[src/rtl/fence_pkg.sv]
// Shared widths, defaults and helpers for the geofence result collector.
package fence_pkg;

  localparam int DEPTH_DEF = 8;
  localparam int IDXW_DEF  = 8;
  localparam int CNTW      = 8;

  localparam logic [CNTW-1:0] CNT_MAX = '1;

  // Record layout is {index, is_inside}.
  function automatic int rec_w(input int idxw);
    return idxw + 1;
  endfunction

  function automatic logic [CNTW-1:0] sat_inc(input logic [CNTW-1:0] c);
    return (c == CNT_MAX) ? c : c + CNTW'(1);
  endfunction

endpackage

[src/rtl/fence_fifo.sv]
// Result FIFO: single-clock, power-of-two depth, head read combinationally.
// Push accepted when not full or when popping on the same edge; pop on empty is ignored.
module fence_fifo
  import fence_pkg::*;
#(
  parameter int DEPTH = DEPTH_DEF,
  parameter int W     = rec_w(IDXW_DEF)
) (
  input  logic         clk,
  input  logic         reset,
  input  logic         push,
  input  logic [W-1:0] push_dat,
  input  logic         pop,
  output logic         full,
  output logic         empty,
  output logic [W-1:0] head
);

  localparam int AW = $clog2(DEPTH);
  localparam logic [AW-1:0] PTR_ONE  = AW'(1);
  localparam logic [AW:0]   OCC_ONE  = (AW+1)'(1);
  localparam logic [AW:0]   OCC_FULL = (AW+1)'(DEPTH);

  logic [W-1:0]  mem [DEPTH];
  logic [AW-1:0] wr_ptr;
  logic [AW-1:0] rd_ptr;
  logic [AW:0]   occ;
  logic          do_push;
  logic          do_pop;

  assign empty   = (occ == '0);
  assign full    = (occ == OCC_FULL);
  assign do_pop  = pop & ~empty;
  // When full, the slot freed by a same-edge pop is the one being written.
  assign do_push = push & (~full | do_pop);
  assign head    = mem[rd_ptr];

  always_ff @(posedge clk or posedge reset) begin
    if (reset) begin
      wr_ptr <= '0;
      rd_ptr <= '0;
      occ    <= '0;
    end else begin
      if (do_push) wr_ptr <= wr_ptr + PTR_ONE;
      if (do_pop)  rd_ptr <= rd_ptr + PTR_ONE;
      case ({do_push, do_pop})
        2'b10:   occ <= occ + OCC_ONE;
        2'b01:   occ <= occ - OCC_ONE;
        default: occ <= occ;
      endcase
    end
  end

  always_ff @(posedge clk) begin
    if (do_push) mem[wr_ptr] <= push_dat;
  end

endmodule

[src/rtl/fence_collect.sv]
// Collects geofence verdict strobes into indexed records with running totals; records appear 1 cycle after the strobe.
// Host backpressure via out_valid/out_ready; a strobe arriving while the queue is full with no pop is dropped and flagged.
module fence_collect
  import fence_pkg::*;
#(
  parameter int DEPTH = DEPTH_DEF,
  parameter int IDXW  = IDXW_DEF
) (
  input  logic            clk,
  input  logic            reset,
  input  logic            valid,
  input  logic            is_inside,
  output logic            out_valid,
  input  logic            out_ready,
  output logic [IDXW-1:0] out_index,
  output logic            out_inside,
  output logic [CNTW-1:0] inside_cnt,
  output logic [CNTW-1:0] outside_cnt,
  output logic            overflow,
  output logic            proto_err
);

  localparam int RW = rec_w(IDXW);
  localparam logic [IDXW-1:0] IDX_ONE = IDXW'(1);

  logic            prev_valid;
  logic            accept;
  logic            pop;
  logic            fifo_full;
  logic            fifo_empty;
  logic [IDXW-1:0] obj_idx;
  logic [RW-1:0]   head;

  assign accept = valid & ~prev_valid;
  assign pop    = out_valid & out_ready;

  fence_fifo #(
    .DEPTH (DEPTH),
    .W     (RW)
  ) u_fifo (
    .clk      (clk),
    .reset    (reset),
    .push     (accept),
    .push_dat ({obj_idx, is_inside}),
    .pop      (pop),
    .full     (fifo_full),
    .empty    (fifo_empty),
    .head     (head)
  );

  assign out_valid  = ~fifo_empty;
  // Gate the head so the record outputs read zero whenever nothing is queued.
  assign out_index  = out_valid ? head[RW-1:1] : '0;
  assign out_inside = out_valid & head[0];

  always_ff @(posedge clk or posedge reset) begin
    if (reset) begin
      prev_valid  <= 1'b0;
      proto_err   <= 1'b0;
      overflow    <= 1'b0;
      obj_idx     <= '0;
      inside_cnt  <= '0;
      outside_cnt <= '0;
    end else begin
      prev_valid <= valid;
      if (valid & prev_valid) proto_err <= 1'b1;
      if (accept) begin
        obj_idx <= obj_idx + IDX_ONE;
        if (is_inside) inside_cnt  <= sat_inc(inside_cnt);
        else           outside_cnt <= sat_inc(outside_cnt);
        if (fifo_full & ~pop) overflow <= 1'b1;
      end
    end
  end

endmodule

[config.mk]
export PLATFORM = sky130hd
export DESIGN_NAME = fence_collect
export DESIGN_NICKNAME = d
export VERILOG_FILES = /design/src/rtl/fence_pkg.sv /design/src/rtl/fence_fifo.sv /design/src/rtl/fence_collect.sv
export SDC_FILE = /design/constraint.sdc
export NUM_CORES = 1
export LEC_CHECK = 0
export ABC_AREA = 1
export CAP_MARGIN = 25
export CORE_UTILIZATION = 50
export CTS_CLUSTER_DIAMETER = 200
export DETAILED_ROUTE_END_ITERATION = 10
export PLACE_DENSITY_LB_ADDON = 0.1
export SLEW_MARGIN = 40
export SYNTH_ARGS = -nofsm -noshare
export SYNTH_HDL_FRONTEND = slang
export SYNTH_SLANG_ARGS = --single-unit
[constraint.sdc]
create_clock -name clk -period 2.5 [get_ports clk]
set_input_delay 0.25 -clock clk [delete_from_list [all_inputs] [get_ports clk]]
set_output_delay 0.25 -clock clk [all_outputs]
set_load 0.05 [all_outputs]
## Word-level counts from Yosys, hierarchy flattened

Memories as Yosys holds them, arrays and structs flattened.
Index checks and enable logic that the tools add are counted.

| word-level totals | value |
|---|---|
| flip-flop bits (word level) | 37 |
| RAM bits | 72 |
| logic and storage cells | 46 |
| input bits | 5 |
| memories kept | 1 |
| output and inout bits | 28 |

| cells by class | value |
|---|---|
| equality and inequality tests | 5 |
| add/sub/neg operators | 7 |
| bitwise logic cells | 15 |
| muxes and demuxes | 4 |
| reduce and logical (&&, ||, !) cells | 5 |

Memories:

| name | words | bits a word | read ports | clocked after Yosys merged registers in | write ports | RTL line | text |
|---|---|---|---|---|---|---|---|
| u_fifo.mem | 8 | 9 | 1 | 0 | 1 | fence_fifo.sv:24 | `logic [W-1:0] mem [DEPTH];` |

Operators with widths:

| kind | number |
|---|---|
| 8-bit by 1-bit adder with 8-bit output, second input constant | 3 |
| 8-bit == test, second input constant | 2 |
| 8-bit two-way mux | 1 |
| 4-bit one-hot mux with 2 select lines | 1 |
| 1-bit bitwise AND | 7 |
| 1-bit inverter | 7 |
| 3-bit by 1-bit adder with 3-bit output, second input constant | 2 |
| 3-bit AND reduction | 2 |
| 4-bit by 1-bit adder with 4-bit output, second input constant | 1 |
| 4-bit == test, second input constant | 1 |
| 4-bit logical NOT | 1 |
| 4-bit by 1-bit subtractor with 4-bit output, second input constant | 1 |
| 2-bit by 1-bit == test with 1-bit output, second input constant | 1 |
| 2-bit == test, second input constant | 1 |
| 1-bit two-way mux | 2 |
| 2-bit AND reduction | 1 |
| 2-bit nonzero test | 1 |
| 1-bit bitwise OR | 1 |

## Logic depth before layout (Yosys ltp)

Gate-level depths: netlist (run 1).

| depth | value |
|---|---|
| word-level depth | 8 |
| gate-level depth with buffers | 14 |
| gate-level depth less buffers | 14 |

## Cells and area by module

A second synthesis (run 1) with hierarchy kept.

| second synthesis, totals | value |
|---|---|
| cell total of the unflattened synthesis | 486 |
| area, all modules | 5061.1 um2 |

By module, submodules not included:

| module | cells an instance | instances | area each (um2) |
|---|---|---|---|
| fence_fifo | 277 | 1 | 3455.8 |
| fence_collect | 209 | 1 | 1605.3 |

## Least setup slack after synthesis (run 1)

Ideal clock, no wire load.

| path | value |
|---|---|
| path type | reg2out |
| start | register u_fifo.occ[0] |
| end | output out_index[0] |
| data required time | 2.250 ns |
| data arrival time | 1.708 ns |
| cell stages (with the launch flop) | 6 |
| setup slack | 0.542 ns |
| cell sequence | dfrtp_1 nor2_4 nand2_4 buf_2 o21ai_0 nor2_1 |

| between the ends | value |
|---|---|
| cells in the longest elaborated chain, start to end | 2 |

RTL lines:

| what | RTL line | text |
|---|---|---|
| start, declared | fence_fifo.sv:27 | `logic [AW:0] occ;` |
| start signal, assigned | fence_fifo.sv:47 | `2'b10: occ <= occ + OCC_ONE;` |
| start signal, assigned | fence_fifo.sv:48 | `2'b01: occ <= occ - OCC_ONE;` |
| 4-bit logical NOT | fence_fifo.sv:31 | `assign empty = (occ == '0);` |
| 8-bit two-way mux | fence_collect.sv:53 | `assign out_index = out_valid ? head[RW-1:1] : '0;` |
| end, declared | fence_collect.sv:15 | `output logic [IDXW-1:0] out_index,` |

Every way passes these cells.

## Worst setup path after layout (run 1)

| path | value |
|---|---|
| start | register u_fifo.rd_ptr[0] |
| end | output out_inside |

| between the ends | value |
|---|---|
| cells in the longest elaborated chain, start to end | 2 |

RTL lines:

| what | RTL line | text |
|---|---|---|
| start, declared | fence_fifo.sv:26 | `logic [AW-1:0] rd_ptr;` |
| start signal, assigned | fence_fifo.sv:45 | `if (do_pop) rd_ptr <= rd_ptr + PTR_ONE;` |
| memory 8 x 9 bit | - |  |
| 1-bit bitwise AND | fence_collect.sv:54 | `assign out_inside = out_valid & head[0];` |
| end, declared | fence_collect.sv:16 | `output logic out_inside,` |

Every way passes these cells.

==> flow_summary.yaml, run 1 <==
synth:
  ys.flop_type: "edfxtp_1"
  synth_top_family_by_area: "simple AND/OR/NAND/NOR gates"
  syn_nets: 456
  synth_fa_ha_area_share_pct: 1.53
  synth-simple-area-share_pct: 17.3
  async_flop_share_pct: 33.9
  ys_seq_elements: 109
  synth_xor_area_share_pct: 4.08
  synth_compound_area_share_pct: 7.29
  synth_cell_type_count: 37
  synth_edf_count: 72
  synth_warnings: 0
  yosysSeqAreaShare_pct: 62.9
  syn-instance-count: 445
  yosysTopAreaCell: "edfxtp_1"
  synth_area_um2: 4910
  muxShareOfSynthArea_pct: 2.06
  syn_area_per_cell_um2: 11.0
  synth_area_leaders: "edfxtp_1 44%, dfrtp_1 19%, nand2_1 5.8%"
  synth_top_area_share_pct: 44.0
sta:
  rsz0062_at_grt: "false"
  fin_crit_sh_pct: 88.5
  min_period_ps: 2210
  skew_ps: 9.93
  timing.final.ws_setup_ps: 289
  setup_viol: 0
  max_freq_mhz: 452
  setup_tns_ps: 0
  max_slew_margin_pct: 64.8
  drv_slew: 0
  tightest_slew_ps: 526
  hold_slack_ps: 302
  hold_violations: 0
detailed_routing:
  dr.pass1.iters: 4
  num_vias: 3169
  drc_errors: 0
  totalWireLength_mm: 9.71
  ant_nets: 0
  viasPerCell: 5.10
  wl_per_cell_um: 15.6
  first_iter_violations: 141
placement:
  dp_slack_ps: 526
  port-buffer-count: 32
  place.detailed.hpwl_mm: 6.57
  place.gp.congestion: 0.814
critical_path:
  critPathLaunchType: "flop"
  crit_fanout: 28
  path_class: "flop to primary output"
  required_ps: 2250
  cp.arrival_ps: 1960
  cp-end-kind: "primary output"
global_route:
  grt_pass1_vias: 3053
  grt_usage_pct: 20.9
  overflow: 0
  grt_first_pass_wirelength_mm: 15.8
  grt_max_degree: 38
  antenna_found_initial: 0
clock_tree:
  cts.sinks: 109
  cts_tree: "built"
  clkTransAtPathRegs_ps: 100
  clock_latency_ps: 360
  cts_buffer_depth: 2
  htreeDepth: 3
  hold_buffers: 0
  cts-root-buf: "clkbuf_8"
  numCtsBuffers: 9
run:
  max_cap_viol_count: 0
floorplanning:
  rows: 35
  die_w_um: 101
  coreArea_um2: 9370
  die_area_um2: 10200
  start_util_pct: 52.4
  ioPinCount: 33
  die_h_um: 101
pwr:
  ir_drop_uv: 870
  finalPower_mw: 6.78
  p_leak_nw: 2.21
  powerDensity_nw_per_um2: 1220
layout:
  layout_commonest_cell: "nand2_1"
  drive_gt1_share_pct: 13.8
  area_growth_pct: 13.0
  fillers: 814
  final_cell_mix: "76 x nand2_1, 72 x edfxtp_1, 69 x nor2_1, 46 x o21ai_0, 36 x dfrtp_1"
  nets: 498
  antenna_cells: 0
outcome:
  status: "completed"
min_path:
  min_path_type: "input port to async pin"
-- routing by layer --
layer  GRT usage (%)  vias to the layer above  share of wire (%)
met1            29.9                     1520                 48
met2            32.8                       53                 47
met3            3.05                       10                3.1
met5               0                        -                  0
met4            7.58                        0                1.4
li1                -                     1586                  -
-- state kept, by name, summed over array words and instances (netlist names), 3 cells and up --
register	flops
u_fifo.mem	72
inside_cnt	8
obj_idx	8
outside_cnt	8
u_fifo.occ	4
u_fifo.rd_ptr	3
u_fifo.wr_ptr	3
-- logic make-up (layout without fill, tap and decap cells) --
family,Yosys count,in the layout
compound gates,67,67
xor+xnor,22,22
fa+ha+maj,6,6
buf+inv,45,92
flops,109,109
mux,10,10
simple gates,186,186
-- Yosys cell counts (7+ instances only) --
cell,count
o21ai_1,8
dfrtp_1,37
mux2i_1,9
buf_2,7
o22ai_1,9
o21ai_0,46
nand2_1,76
nor2_1,69
inv_1,22
xnor2_1,9
edfxtp_1,72
nand2_2,8
xor2_1,12
nand3_1,7
-- metrics by stage --
step	area, um2	cells	util (%)
2_1_floorplan	4910	445	-
3_3_place_gp	5360	605	57.1
3_5_place_dp	5360	605	57.1
4_1_cts	5550	621	59.2
5_1_grt	5550	621	59.2
6_report	5550	621	59.2
-- worst max-delay path: stages, from the launching register on --
cell	delay [ps]
dfrtp_2	510
inv_4	160
o21ai_0	360
o21ai_0	150
o21ai_0	160
nor2_1	70
buf_4	190
-- where the power goes --
| part | leakage [nW] | internal (mW) | switching (mW) |
|---|---|---|---|
| Combinational | 1.01 | 0.964 | 1.98 |
| Clock | 0.0920 | 0.463 | 0.581 |
| Sequential | 1.11 | 2.34 | 0.455 |
| Total | 2.21 | 3.77 | 3.01 |
-- layout make-up --
cell class / count / area, um2 / share of cell area [%]
sequential: 109 / 3090 / 55.7
inverter: 29 / 114 / 2.05
clock buffer: 10 / 128 / 2.30
clock inverter: 6 / 62.6 / 1.13
timing repair buffer: 47 / 410 / 7.40
tap: 129 / 161 / 2.91
multi-input combinational: 291 / 1580 / 28.5
-- worst paths after layout --
| kind | from | to | slack [ps] | cells past startpoint |
|---|---|---|---|---|
| min | reset | prev_valid | 300 | 3 |
| max | u_fifo.rd_ptr[0] | out_inside | 290 | 6 |
| max reg2reg | u_fifo.occ[2] | u_fifo.occ[2] | 810 | 13 |
| min reg2reg | proto_err | proto_err | 470 | 1 |
| min in group clk | valid | prev_valid | 400 | 1 |
| max in group asynchronous | reset | u_fifo.rd_ptr[0] | 1840 | 3 |
-- repair_timing --
action	4_1_cts	5_1_grt
buffers inserted	0	0
setup endpoints to repair	0	1
resized for setup	0	1
hold endpoints to repair	0	0
Note: power is estimated with default switching activity, not from simulation.
==> run 2: changes to the inputs <==
GPL_TIMING_DRIVEN = 0   (was default)
==> flow_summary.yaml, run 2 (synthesis gave the netlist of run 1 again) <==
clock_tree:
  clkTransAtPathRegs_ps: 100
  clock_latency_ps: 360
  hold_buffers: 0
  cts_tree: "built"
  numCtsBuffers: 9
  htreeDepth: 3
  cts_setup_buffers: 0
  cts.sinks: 109
  cts-root-buf: "clkbuf_8"
  cts_buffer_depth: 2
sta:
  rsz0062_at_grt: "false"
  max_slew_margin_pct: 45.8
  min_period_ps: 2360
  max_freq_mhz: 424
  fin_crit_sh_pct: 94.4
  timing.final.ws_setup_ps: 141
  setup_tns_ps: 0
  setup_viol: 0
  drv_slew: 0
  skew_ps: 13.0
  hold_slack_ps: 142
  hold_violations: 0
  tightest_slew_ps: 810
floorplanning:
  die_w_um: 101
  start_util_pct: 52.4
  die_area_um2: 10200
  coreArea_um2: 9370
  die_h_um: 101
  rows: 35
  ioPinCount: 33
placement:
  place.detailed.hpwl_mm: 6.38
  dp_slack_ps: 16.8
  port-buffer-count: 31
  place.gp.congestion: 0.844
pwr:
  sequentialPowerShare_pct: 39.5
  ir_drop_uv: 691
  combPwrFrac_pct: 44.7
  pwr-share-clk_pct: 15.8
  p_sw_share_pct: 44.7
  p_leak_nw: 2.22
  switchingPower_mw: 3.05
  internal-power_mw: 3.77
  finalPower_mw: 6.82
  powerDensity_nw_per_um2: 1220
run:
  max_cap_viol_count: 0
detailed_routing:
  dr_wl_met2_mm: 4.65
  drc_errors: 0
  ant_nets: 0
  wl_per_cell_um: 15.3
  dr.pass1.iters: 4
  top_layer_used: "met4"
  m1WireLength_mm: 4.24
  num_vias: 3187
  first_iter_violations: 115
  wl_met3_um: 465
  viasPerCell: 5.12
  totalWireLength_mm: 9.52
layout:
  layout_commonest_cell: "nand2_1"
  antenna_cells: 0
  largest_reg_flops: 72
  area_growth_pct: 13.8
  regMostFlops: "u_fifo.mem"
  nets: 499
  regArea_um2: 3090
  fillers: 806
  final_cell_mix: "76 x nand2_1, 72 x edfxtp_1, 62 x nor2_1, 46 x o21ai_0, 37 x dfrtp_1"
  multiInputGateArea_um2: 1600
  drive_gt1_share_pct: 16.0
  fin_util_pct: 59.6
global_route:
  antenna_found_initial: 0
  grt_max_degree: 26
  grt_pass1_vias: 3115
  grt_usage_pct: 20.5
  grt_first_pass_wirelength_mm: 15.5
  overflow: 0
outcome:
  status: "completed"
critical_path:
  critPathLaunchType: "flop"
  path_class: "flop to primary output"
  crit_fanout: 10
  cp.arrival_ps: 2110
  cp-end-kind: "primary output"
  rr_worst_depth: 6
  required_ps: 2250
min_path:
  min_path_type: "input port to async pin"
==> run 2: layer usage <==
| layer | vias up | global-route usage (%) |
|---|---|---|
| li1 | 1598 | - |
| met1 | 1494 | 27.3 |
| met2 | 79 | 33.6 |
| met3 | 16 | 3.74 |
| met4 | 0 | 7.47 |
| met5 | - | 0 |
==> run 2: worst paths after layout <==
kind / from / slack (ps) / endpoint
min reg2reg: proto_err / 480 / proto_err
max reg2reg: prev_valid / 420 / u_fifo.mem[2][2]
min: reset / 140 / outside_cnt[4]
max in group asynchronous: reset / 1910 / u_fifo.rd_ptr[0]
min in group clk: out_ready / 200 / u_fifo.rd_ptr[2]
max: u_fifo.rd_ptr[0] / 140 / out_inside
==> run 2: critical path, stage by stage, from the launching register on <==
cell             delay, ps
dfrtp_1                390
buf_4                  190
inv_4                  120
buf_6                  160
nor2_1                  40
o21ai_0                210
o21ai_0                110
nor2_1                 130
clkdlybuf4s15_2        390
==> run 2: area by class of cell <==
class	count	share of cell area [%]
timing repair buffer	32	5.22
buffer	16	2.24
tap	129	2.89
clock buffer	13	3.23
sequential	109	55.3
clock inverter	3	0.448
inverter	29	2.04
multi-input combinational	291	28.6
==> run 2: timing repair <==
item | 4_1_cts | 5_1_grt
setup endpoints to repair | 9 | 8
pin swaps | 0 | 0
resized for setup | 20 | 13
==> run 2: power by group through the flow <==
| stage | Clock [mW] | Combinational, mW | Sequential [mW] |
|---|---|---|---|
| 5_1_grt | 1.17 | 3.34 | 2.75 |
| 3_5_place_dp | 0 | 3.19 | 2.74 |
| 6_report | 1.08 | 3.05 | 2.70 |
| 2_1_floorplan | 0 | 2.04 | 2.89 |
| 3_3_place_gp | 0 | 3.14 | 2.72 |
| 4_1_cts | 1.10 | 3.14 | 2.70 |
==> run 2: through the flow <==
step                      std cells  cell area, um2
after floorplan                 445            4910
after global placement          605            5380
after detailed placement        606            5410
after CTS                       622            5620
after global routing            622            5580
final                           622            5580
==> run 3: changes to the inputs <==
ABC_CLOCK_PERIOD_IN_PS = 2500   (was default)
GPL_TIMING_DRIVEN = default   (was 0)
==> results of run 3 <==
Same layout as run 1: the final DEF is identical, and so are final timing and power.
